**config.mk**
```make
export PLATFORM = sky130hd
export DESIGN_NAME = cvp14_mem_arbiter_flat
export DESIGN_NICKNAME = d
export VERILOG_FILES = /design/src/rtl/cvp14_mem_pkg.sv /design/src/rtl/cvp14_mem_arbiter_if.sv /design/src/rtl/cvp14_mem_arbiter_rr_arbiter2.sv /design/src/rtl/cvp14_mem_arbiter.sv /design/src/flat_wrapper.sv
export SDC_FILE = /design/constraint.sdc
export NUM_CORES = 1
export LEC_CHECK = 0
export CAP_MARGIN = 25
export CORE_ASPECT_RATIO = 0.7
export CORE_MARGIN = 8
export CORE_UTILIZATION = 40
export DETAILED_ROUTE_END_ITERATION = 7
export GPL_TIMING_DRIVEN = 0
export PLACE_DENSITY = 0.87
export SYNTH_ARGS = -nofsm -noshare
export SYNTH_HDL_FRONTEND = slang
export SYNTH_HIERARCHICAL = 1
export SYNTH_SLANG_ARGS = --single-unit
```
**constraint.sdc**
```tcl
create_clock -name Clk1 -period 6 [get_ports Clk1]
set_clock_uncertainty 0.15 [all_clocks]
set_input_delay 0.9 -clock Clk1 [delete_from_list [all_inputs] [get_ports Clk1]]
set_output_delay 0.9 -clock Clk1 [all_outputs]
set_load 0.01 [all_outputs]
```
**src/rtl/cvp14_mem_pkg.sv**
```systemverilog
// Shared constants for the CVP14 memory-port arbiter.
// Requester IDs double as bit positions in the 2-bit req/gnt vectors.
package cvp14_mem_pkg;
   localparam int DATA_W = 16;
   localparam int ADDR_W = 16;
   localparam int LANES  = 16;
   localparam int IDX_W  = $clog2(LANES);

   localparam logic FETCH = 1'b0;
   localparam logic VEC   = 1'b1;

   localparam logic [2:0] S_IDLE   = 3'd0;
   localparam logic [2:0] S_F_RD   = 3'd1;
   localparam logic [2:0] S_F_RSP  = 3'd2;
   localparam logic [2:0] S_V_RD   = 3'd3;
   localparam logic [2:0] S_V_TAIL = 3'd4;
   localparam logic [2:0] S_V_WR   = 3'd5;
endpackage

```
**src/rtl/cvp14_mem_arbiter_if.sv**
```systemverilog
// External CVP14 memory port as seen by the arbiter (master)
// and by the memory (slave).
interface cvp14_mem_arbiter_if;
   import cvp14_mem_pkg::*;

   logic [ADDR_W-1:0] Addr;
   logic              RD;
   logic              WR;
   logic [DATA_W-1:0] dataOut;
   logic [DATA_W-1:0] DataIn;

   modport master (
      output Addr, RD, WR, dataOut,
      input  DataIn
   );

   modport slave (
      input  Addr, RD, WR, dataOut,
      output DataIn
   );
endinterface

```
**src/rtl/cvp14_mem_arbiter_rr_arbiter2.sv**
```systemverilog
// Two-way fetch/vector arbiter; CVP14_ARB_RR_EN selects round-robin,
// otherwise fixed priority with the vector unit winning ties.
module cvp14_mem_arbiter_rr_arbiter2
   import cvp14_mem_pkg::*;
(
   input  logic [1:0] req,
`ifdef CVP14_ARB_RR_EN
   input  logic       last_win,
`endif
   output logic [1:0] gnt
);

   always_comb begin
      gnt = 2'b00;
      if (req[FETCH] && req[VEC]) begin
`ifdef CVP14_ARB_RR_EN
         if (last_win == VEC) gnt[FETCH] = 1'b1;
         else                 gnt[VEC]   = 1'b1;
`else
         gnt[VEC] = 1'b1;
`endif
      end else begin
         gnt = req;
      end
   end

endmodule

```
**src/rtl/cvp14_mem_arbiter.sv**
```systemverilog
// Shares the CVP14 memory port between instruction fetch and vector bursts.
// Optional round-robin tie-break: define CVP14_ARB_RR_EN.
module cvp14_mem_arbiter
   import cvp14_mem_pkg::*;
(
   input  logic              Clk1,
   input  logic              Reset,
   input  logic              f_req,
   input  logic [ADDR_W-1:0] f_addr,
   output logic              f_gnt,
   output logic              f_rvalid,
   output logic [DATA_W-1:0] f_rdata,
   input  logic              v_req,
   input  logic              v_we,
   input  logic [ADDR_W-1:0] v_base,
   input  logic [IDX_W-1:0]  v_cnt,
   output logic              v_gnt,
   output logic [IDX_W-1:0]  v_widx,
   input  logic [DATA_W-1:0] v_wdata,
   output logic              v_rvalid,
   output logic [IDX_W-1:0]  v_ridx,
   output logic [DATA_W-1:0] v_rdata,
   output logic              v_done,
   output logic              busy,
   cvp14_mem_arbiter_if.master mem
);

   logic [2:0]        state;
   logic [IDX_W-1:0]  idx;
   logic [IDX_W-1:0]  cnt_q;
   logic [ADDR_W-1:0] addr_q;
   logic [1:0]        req;
   logic [1:0]        gnt;
   logic              idle;
   logic              lane_last;
   logic [ADDR_W-1:0] lane_addr;
`ifdef CVP14_ARB_RR_EN
   logic              last_win;
`endif

   assign idle      = (state == S_IDLE);
   assign lane_last = (idx == cnt_q);
   assign lane_addr = addr_q + ADDR_W'(idx);
   assign busy      = !idle;

   // Requests are only visible to the arbiter in IDLE.
   assign req[FETCH] = f_req & idle;
   assign req[VEC]   = v_req & idle;
   assign f_gnt      = gnt[FETCH];
   assign v_gnt      = gnt[VEC];

   cvp14_mem_arbiter_rr_arbiter2 u_rr_arbiter2 (
      .req      (req),
`ifdef CVP14_ARB_RR_EN
      .last_win (last_win),
`endif
      .gnt      (gnt)
   );

   always_ff @(posedge Clk1) begin
      if (Reset) begin
         state  <= S_IDLE;
         idx    <= '0;
         cnt_q  <= '0;
         addr_q <= '0;
      end else begin
         case (state)
            S_IDLE: begin
               if (gnt[FETCH]) begin
                  state  <= S_F_RD;
                  addr_q <= f_addr;
                  idx    <= '0;
               end else if (gnt[VEC]) begin
                  state  <= v_we ? S_V_WR : S_V_RD;
                  addr_q <= v_base;
                  cnt_q  <= v_cnt;
                  idx    <= '0;
               end
            end
            S_F_RD:   state <= S_F_RSP;
            S_F_RSP:  state <= S_IDLE;
            S_V_RD: begin
               idx <= idx + 1'b1;
               if (lane_last) state <= S_V_TAIL;
            end
            S_V_TAIL: state <= S_IDLE;
            S_V_WR: begin
               idx <= idx + 1'b1;
               if (lane_last) state <= S_IDLE;
            end
            default:  state <= S_IDLE;
         endcase
      end
   end

`ifdef CVP14_ARB_RR_EN
   always_ff @(posedge Clk1) begin
      if (Reset)           last_win <= VEC;
      else if (gnt[FETCH]) last_win <= FETCH;
      else if (gnt[VEC])   last_win <= VEC;
   end
`endif

   // Memory strobes and return data come from state flops only.
   always_comb begin
      mem.Addr    = '0;
      mem.RD      = 1'b0;
      mem.WR      = 1'b0;
      mem.dataOut = '0;
      f_rvalid    = 1'b0;
      f_rdata     = '0;
      v_widx      = '0;
      v_rvalid    = 1'b0;
      v_ridx      = '0;
      v_rdata     = '0;
      v_done      = 1'b0;
      unique case (1'b1)
         (state == S_F_RD): begin
            mem.RD   = 1'b1;
            mem.Addr = addr_q;
         end
         (state == S_F_RSP): begin
            f_rvalid = 1'b1;
            f_rdata  = mem.DataIn;
         end
         (state == S_V_RD): begin
            mem.RD   = 1'b1;
            mem.Addr = lane_addr;
            if (idx != '0) begin
               v_rvalid = 1'b1;
               v_ridx   = idx - 1'b1;
               v_rdata  = mem.DataIn;
            end
         end
         (state == S_V_TAIL): begin
            v_rvalid = 1'b1;
            v_ridx   = cnt_q;
            v_rdata  = mem.DataIn;
            v_done   = 1'b1;
         end
         (state == S_V_WR): begin
            mem.WR      = 1'b1;
            mem.Addr    = lane_addr;
            mem.dataOut = v_wdata;
            v_widx      = idx;
            v_done      = lane_last;
         end
         default: ;
      endcase
   end

endmodule
```
**src/flat_wrapper.sv**
```systemverilog
// flat-port wrapper written by rule: the top's interface ports become plain ports
module cvp14_mem_arbiter_flat import cvp14_mem_pkg::*;
  (Clk1, Reset, f_req, f_addr, f_gnt, f_rvalid, f_rdata, v_req, v_we, v_base, v_cnt, v_gnt, v_widx, v_wdata, v_rvalid, v_ridx, v_rdata, v_done, busy, mem_Addr, mem_RD, mem_WR, mem_dataOut, mem_DataIn);
  cvp14_mem_arbiter_if mem_i ();
  input  logic Clk1;
  input  logic Reset;
  input  logic f_req;
  input  logic [ADDR_W-1:0] f_addr;
  output logic f_gnt;
  output logic f_rvalid;
  output logic [DATA_W-1:0] f_rdata;
  input  logic v_req;
  input  logic v_we;
  input  logic [ADDR_W-1:0] v_base;
  input  logic [IDX_W-1:0] v_cnt;
  output logic v_gnt;
  output logic [IDX_W-1:0] v_widx;
  input  logic [DATA_W-1:0] v_wdata;
  output logic v_rvalid;
  output logic [IDX_W-1:0] v_ridx;
  output logic [DATA_W-1:0] v_rdata;
  output logic v_done;
  output logic busy;
  output wire logic [$bits(mem_i.Addr)-1:0] mem_Addr;
  output wire logic [$bits(mem_i.RD)-1:0] mem_RD;
  output wire logic [$bits(mem_i.WR)-1:0] mem_WR;
  output wire logic [$bits(mem_i.dataOut)-1:0] mem_dataOut;
  input wire logic [$bits(mem_i.DataIn)-1:0] mem_DataIn;
  assign mem_Addr = mem_i.Addr;
  assign mem_RD = mem_i.RD;
  assign mem_WR = mem_i.WR;
  assign mem_dataOut = mem_i.dataOut;
  assign mem_i.DataIn = mem_DataIn;
  cvp14_mem_arbiter u_core (.Clk1(Clk1), .Reset(Reset), .f_req(f_req), .f_addr(f_addr), .f_gnt(f_gnt), .f_rvalid(f_rvalid), .f_rdata(f_rdata), .v_req(v_req), .v_we(v_we), .v_base(v_base), .v_cnt(v_cnt), .v_gnt(v_gnt), .v_widx(v_widx), .v_wdata(v_wdata), .v_rvalid(v_rvalid), .v_ridx(v_ridx), .v_rdata(v_rdata), .v_done(v_done), .busy(busy), .mem(mem_i));
endmodule
```
==> impl_metrics.toml, run 1 <==
[outcome]
status = "finished clean"

[power]
seqPwrFrac = 0.276
power.share.clock = 0.099
leakage_uw = 0.00151
comb_power_share = 0.625
power.share.switching = 0.446
p_sw_uw = 518
ir_worst_vdd_uv = 267
power.internal_uw = 644
p_per_area_mw_per_mm2 = 284
total_power_uw = 1160

[synthesis]
yosysTopAreaCell = "dfxtp_1"
syn-num-nets = 386
synth.distinct_cells = 49
ys_top_cells_by_area = "dfxtp_1, and2_1, mux2i_1, a211oi_2, nand2_1"
synth_warnings = 6
syn_inst = 306
async_flop_share = 0
yosysTopAreaCellShare = 0.223
synth_seq_area_share = 0.223
netlist_area_sq_mm = 0.00243
syn_area_per_cell_sq_um = 7.93
ys_ff_latch = 27
synth_flop_cell = "dfxtp_1"
synth_edf_count = 0

[flow_run]
cap_violations = 0

[finish]
design_area_sq_mm = 0.00408
multiInputGateArea_sq_mm = 0.00171
synthToLayoutAreaGrowth_pct = 68.2
layout.area.seq_sq_um = 541
diodes = 0
drive_above_1_share = 0.0868
final_cell_mix = "clkdlybuf4s50_1, and2_1, dfxtp_1, nand2_1, nor2_1"
nets = 542
utilization = 0.706
final_common_cell = "clkdlybuf4s50_1"
n_fill_cell = 466

[route]
route.detailed.drc = 0
routed_wirelength_mm = 9.45
antenna_left = 0
drtPass1Iterations = 5
vias_per_cell = 5.38
drt_iter0_drc = 199
wl_per_cell_um = 17.6
num_vias = 2884

[worst_setup_path]
cp-end-kind = "output pin"
crit_type = "reg -> out"
slowest_stage = "a21oi_1"
cpLargestDelayFamily = "compound AO/OA/AOI/OAI gates"
regToRegSetupSlack_ns = 3.49
worstPathRequired_ns = 4.95
cp-start-kind = "register"
critPathMaxStageDelay_ns = 0.64
critPathMaxFanout = 10
arrival_ns = 3.50
crit_chain = "ha_1 -> inv_1 -> fa_1 -> nand2b_1 -> a21oi_1 -> nand2_1 -> o41ai_2 -> clkdlybuf4s50_1"
critical_path_buf_inv_count = 2

[clocking]
cts_made_buffers = 3
clk_path_buf_depth = 2
postCtsHoldBufs = 0
postCtsSetupBuffers = 0
clkTransAtPathRegs_ns = 0.11
cts_root_buf = "clkbuf_8"
htreeDepth = 1
cts_sinks = 27
worstSkewPairLatency_ns = 0.29
cts_resized = 0
cts_tree = "yes"

[sta]
period_minus_slack_ns = 4.55
max_slew_margin = 0.451
worstMarginPinSlew_ns = 0.824
setup_viol = 0
timing.hold.ws_ns = 0.352
rsz0062_at_grt = "false"
slew_violations = 0
fmax_ghz = 0.220
tns_ns = 0
finalHoldViolCount = 0
fin_crit_sh = 0.759

[placement]
place_hpwl_mm = 7.86
gp_congestion = 0.906
port_buffers = 151
postPlaceCellArea_sq_mm = 0.00403

[floorplan]
core-area_sq_mm = 0.00578
ioPinCount = 153
die_area_sq_mm = 0.00886
rows = 23
die_x_um = 109
die_h_um = 81.2
initial_core_util = 0.420

[global_routing]
grt_max_degree = 18
grt_pass1_wl_mm = 14.7
overflow = 0
antenna_found_initial = 0
grt_usage = 0.204
grt_pass1_vias = 2856

[worst_hold_path]
hp-class = "reg -> reg"
-- power by group through the flow --
stage                     clock [uW]  combinational [uW]  sequential (uW)
after floorplan                    0                 450              295
after global placement             0                 698              313
after detailed placement           0                 723              319
after CTS                        116                 727              316
after global routing             124                 788              328
final                            114                 726              321
-- worst reg2reg max path: stages (launching register included) --
cell and delay, ns:
dfxtp_1 0.32, buf_6 0.13, nor3_4 0.35, and2_1 0.21, nor2b_1 0.06, buf_2 0.20
nor2b_1 0.44, nand3_1 0.15, a221o_1 0.30, a21oi_1 0.12
-- state kept, by name, summed over array words and instances (netlist names) --
name and flops:
u_core/addr_q 16, u_core/cnt_q 4, u_core/idx 4, u_core/state 3
-- Yosys cell counts, types with 2 or more instances --
master	number
dfxtp_1	27
a32o_1	2
nand2b_1	5
nand3_1	13
nor2b_1	4
a21o_1	5
inv_1	8
o31ai_1	4
nor3_1	6
nor3b_1	3
xnor2_1	6
nor2_1	19
and3_1	4
a31oi_1	6
and2_1	56
nor2_2	2
mux2i_1	17
o21ai_0	9
ha_1	6
clkbuf_1	7
buf_4	3
and4_1	2
xor2_1	3
a21oi_1	11
nand2_1	22
buf_2	8
a211oi_2	12
o311ai_0	5
a211oi_1	6
nand4_1	2
buf_6	4
o21a_1	2
-- area by class of cell --
cell class,instances,area share
sequential,27,0.132
buffer,24,0.0349
tap,75,0.0230
clock inverter,1,0.00215
clock buffer,3,0.0101
inverter,8,0.00736
timing repair buffer,151,0.370
multi-input combinational,247,0.420
-- layer usage --
layer,vias up,GRT usage,share of wire
li1,1391,-,-
met1,1325,0.256,0.40
met2,154,0.357,0.50
met3,14,0.0395,0.083
met4,0,0.0340,0.012
met5,-,0,0
-- per-stage QoR --
step / worst slack, ns / cells
final: 1.45 / 536
after floorplan: 2.82 / 306
after global placement: 2.00 / 532
after global routing: 1.32 / 536
after CTS: 1.51 / 536
after detailed placement: 1.86 / 532
-- worst paths after layout --
kind | from | endpoint | cells past startpoint
setup / recovery | u_core/idx[0]$_SDFFE_PP0P_ | mem_Addr[14] | 8
hold / removal | u_core/cnt_q[0]$_SDFFE_PP0P_ | u_core/cnt_q[0]$_SDFFE_PP0P_ | 2
setup reg to reg | u_core/state[1]$_SDFFE_PP0P_ | u_core/state[2]$_SDFFE_PP0P_ | 9
hold reg to reg | u_core/cnt_q[0]$_SDFFE_PP0P_ | u_core/cnt_q[0]$_SDFFE_PP0P_ | 2
-- logic make-up after synthesis --
group / after synthesis / synth area share
AND/OR/NAND/NOR: 141 / 0.321
AO/OA/AOI/OAI: 72 / 0.237
buffers and inverters: 32 / 0.0711
flip-flops: 27 / 0.223
multiplexers: 17 / 0.0701
XOR/XNOR: 10 / 0.0392
adder cells (fa/ha/maj): 7 / 0.0392
Power figures use the tool's default switching activity.
==> run 2: changes to the inputs <==
- CORE_UTILIZATION: 40 -> 34
- PLACE_DENSITY: 0.87 -> 0.78
- clock period: 6 -> 4.13 ns (I/O delays scaled with it)
==> impl_metrics.toml, run 2 (same netlist as run 1, synthesis figures left out) <==
[power]
seqPwrFrac = 0.276
leakage_uw = 0.00151
p_sw_uw = 743
power.share.switching = 0.443
ir_worst_vdd_uv = 255
power.internal_uw = 935
p_per_area_mw_per_mm2 = 407
power.share.clock = 0.098
comb_power_share = 0.626

[finish]
n_fill_cell = 618
synthToLayoutAreaGrowth_pct = 69.6
largest_register_ffs = 16
final_common_cell = "clkdlybuf4s50_1"
drive_above_1_share = 0.0889
design_area_sq_mm = 0.00412
diodes = 0
nets = 542
utilization = 0.604
largest_register = "u_core/addr_q"
reg_top3 = "u_core/addr_q (16), u_core/cnt_q (4), u_core/idx (4)"
final_cells = 555
final_cell_mix = "clkdlybuf4s50_1, and2_1, dfxtp_1, nand2_1, nor2_1"

[worst_setup_path]
regToRegSetupSlack_ns = 1.62
critPathMaxFanout = 10
crit_type = "reg -> out"
arrival_ns = 3.14
cp-start-kind = "register"
reg2regPathDepth = 9
cp-end-kind = "output pin"
worstPathRequired_ns = 3.36
r2r_end = "u_core/state[2]$_SDFFE_PP0P_"
reg2reg_from = "u_core/state[1]$_SDFFE_PP0P_"

[sta]
period_minus_slack_ns = 3.91
fin_crit_sh = 0.948
fmax_ghz = 0.256
slew_violations = 0
rsz0062_at_grt = "false"
setup_viol = 0
worstMarginPinSlew_ns = 0.766
max_slew_margin = 0.490
tns_ns = 0
finalHoldViolCount = 0

[clocking]
cts_sinks = 27
htreeDepth = 1
cts_tree = "yes"
clk_path_buf_depth = 2
clkTransAtPathRegs_ns = 0.10
postCtsSetupBuffers = 0
worstSkewPairLatency_ns = 0.28
cts_made_buffers = 3
postCtsHoldBufs = 0
cts_root_buf = "clkbuf_8"

[global_routing]
overflow = 0
grt_pass1_wl_mm = 14.3
grt_usage = 0.174
grt_max_degree = 18
antenna_found_initial = 0
grt_pass1_vias = 2742

[route]
routed_wirelength_mm = 9.37
vias_per_cell = 5.09
drt_iter0_drc = 128
drtPass1Iterations = 4
num_vias = 2824
route.detailed.drc = 0
antenna_left = 0
wl_per_cell_um = 16.9

[flow_run]
cap_violations = 0

[worst_hold_path]
hp-start = "u_core/cnt_q[3]$_SDFFE_PP0P_"
hold_path_depth = 2
hp-class = "reg -> reg"
min_to = "u_core/cnt_q[3]$_SDFFE_PP0P_"

[placement]
numPlacedInstances = 551
gp_congestion = 0.851
port_buffers = 151
place_hpwl_mm = 7.92
postPlaceCellArea_sq_mm = 0.00406

[floorplan]
die_x_um = 117
initial_core_util = 0.356
die_h_um = 86.7
rows = 25
ioPinCount = 153
core-area_sq_mm = 0.00682
die_area_sq_mm = 0.0101

[outcome]
status = "finished clean"
[run 2: cell counts in the layout (fill, tap and decap cells not counted)]
Identical to the previous run, type by type.
[run 2: timing repair]
item	in CTS	in global routing
cloned	0	0
resized for setup	1	1
pin swaps	0	0
setup endpoints to repair	1	1
[run 2: how the worst max path moves through the flow]
stage | end | slack [ns] | depth (start not counted) | from
after floorplan | mem_Addr[14] | 1.23 | 7 | u_core/idx[0]$_SDFFE_PP0P_
after global placement | mem_Addr[14] | 0.34 | 8 | u_core/idx[0]$_SDFFE_PP0P_
after detailed placement | mem_Addr[14] | 0.22 | 8 | u_core/idx[0]$_SDFFE_PP0P_
after CTS | mem_Addr[14] | 0.10 | 8 | u_core/idx[0]$_SDFFE_PP0P_
after global routing | mem_Addr[14] | 0.03 | 8 | u_core/idx[0]$_SDFFE_PP0P_
final | mem_Addr[14] | 0.22 | 8 | u_core/idx[0]$_SDFFE_PP0P_
[run 2: power groups by stage]
stage / combinational, uW / sequential, uW / clock [uW]
2_1_floorplan: 654 / 429 / 0
3_3_place_gp: 1020 / 456 / 0
3_5_place_dp: 1050 / 464 / 0
4_1_cts: 1050 / 458 / 170
5_1_grt: 1140 / 474 / 180
6_report: 1050 / 463 / 165
[run 2: stage by stage]
step,power (uW),hold WS [ns],setup WS [ns]
4_1_cts,1680,0.349,0.102
3_5_place_dp,1520,0.334,0.217
5_1_grt,1790,0.387,0.0263
3_3_place_gp,1480,0.325,0.339
6_report,1680,0.353,0.216
2_1_floorplan,1080,0.311,1.23
[run 2: critical path, stage by stage (launching register included)]
cell and delay, ns:
dfxtp_1 0.53, ha_1 0.26, inv_1 0.06, fa_1 0.40, nand2b_1 0.23, a21oi_4 0.30, nand2_1 0.11, o41ai_2 0.36
clkdlybuf4s50_1 0.62
[run 2: cell type report]
class	count	area (sq um)	area share
multi-input combinational	247	1730	0.419
timing repair buffer	151	1510	0.367
sequential	27	541	0.131
buffer	24	143	0.0346
tap	94	118	0.0286
clock buffer	3	41.3	0.0100
inverter	8	30.0	0.00729
clock inverter	1	8.76	0.00213
[run 2: metal layers]
metal  up-vias  global-route usage  wire length, um
met2        91               0.307             4690
met1      1331               0.217             4050
met4         0              0.0359               88
met3         8              0.0298              541
li1       1394                   -                -
met5         -                   0                0
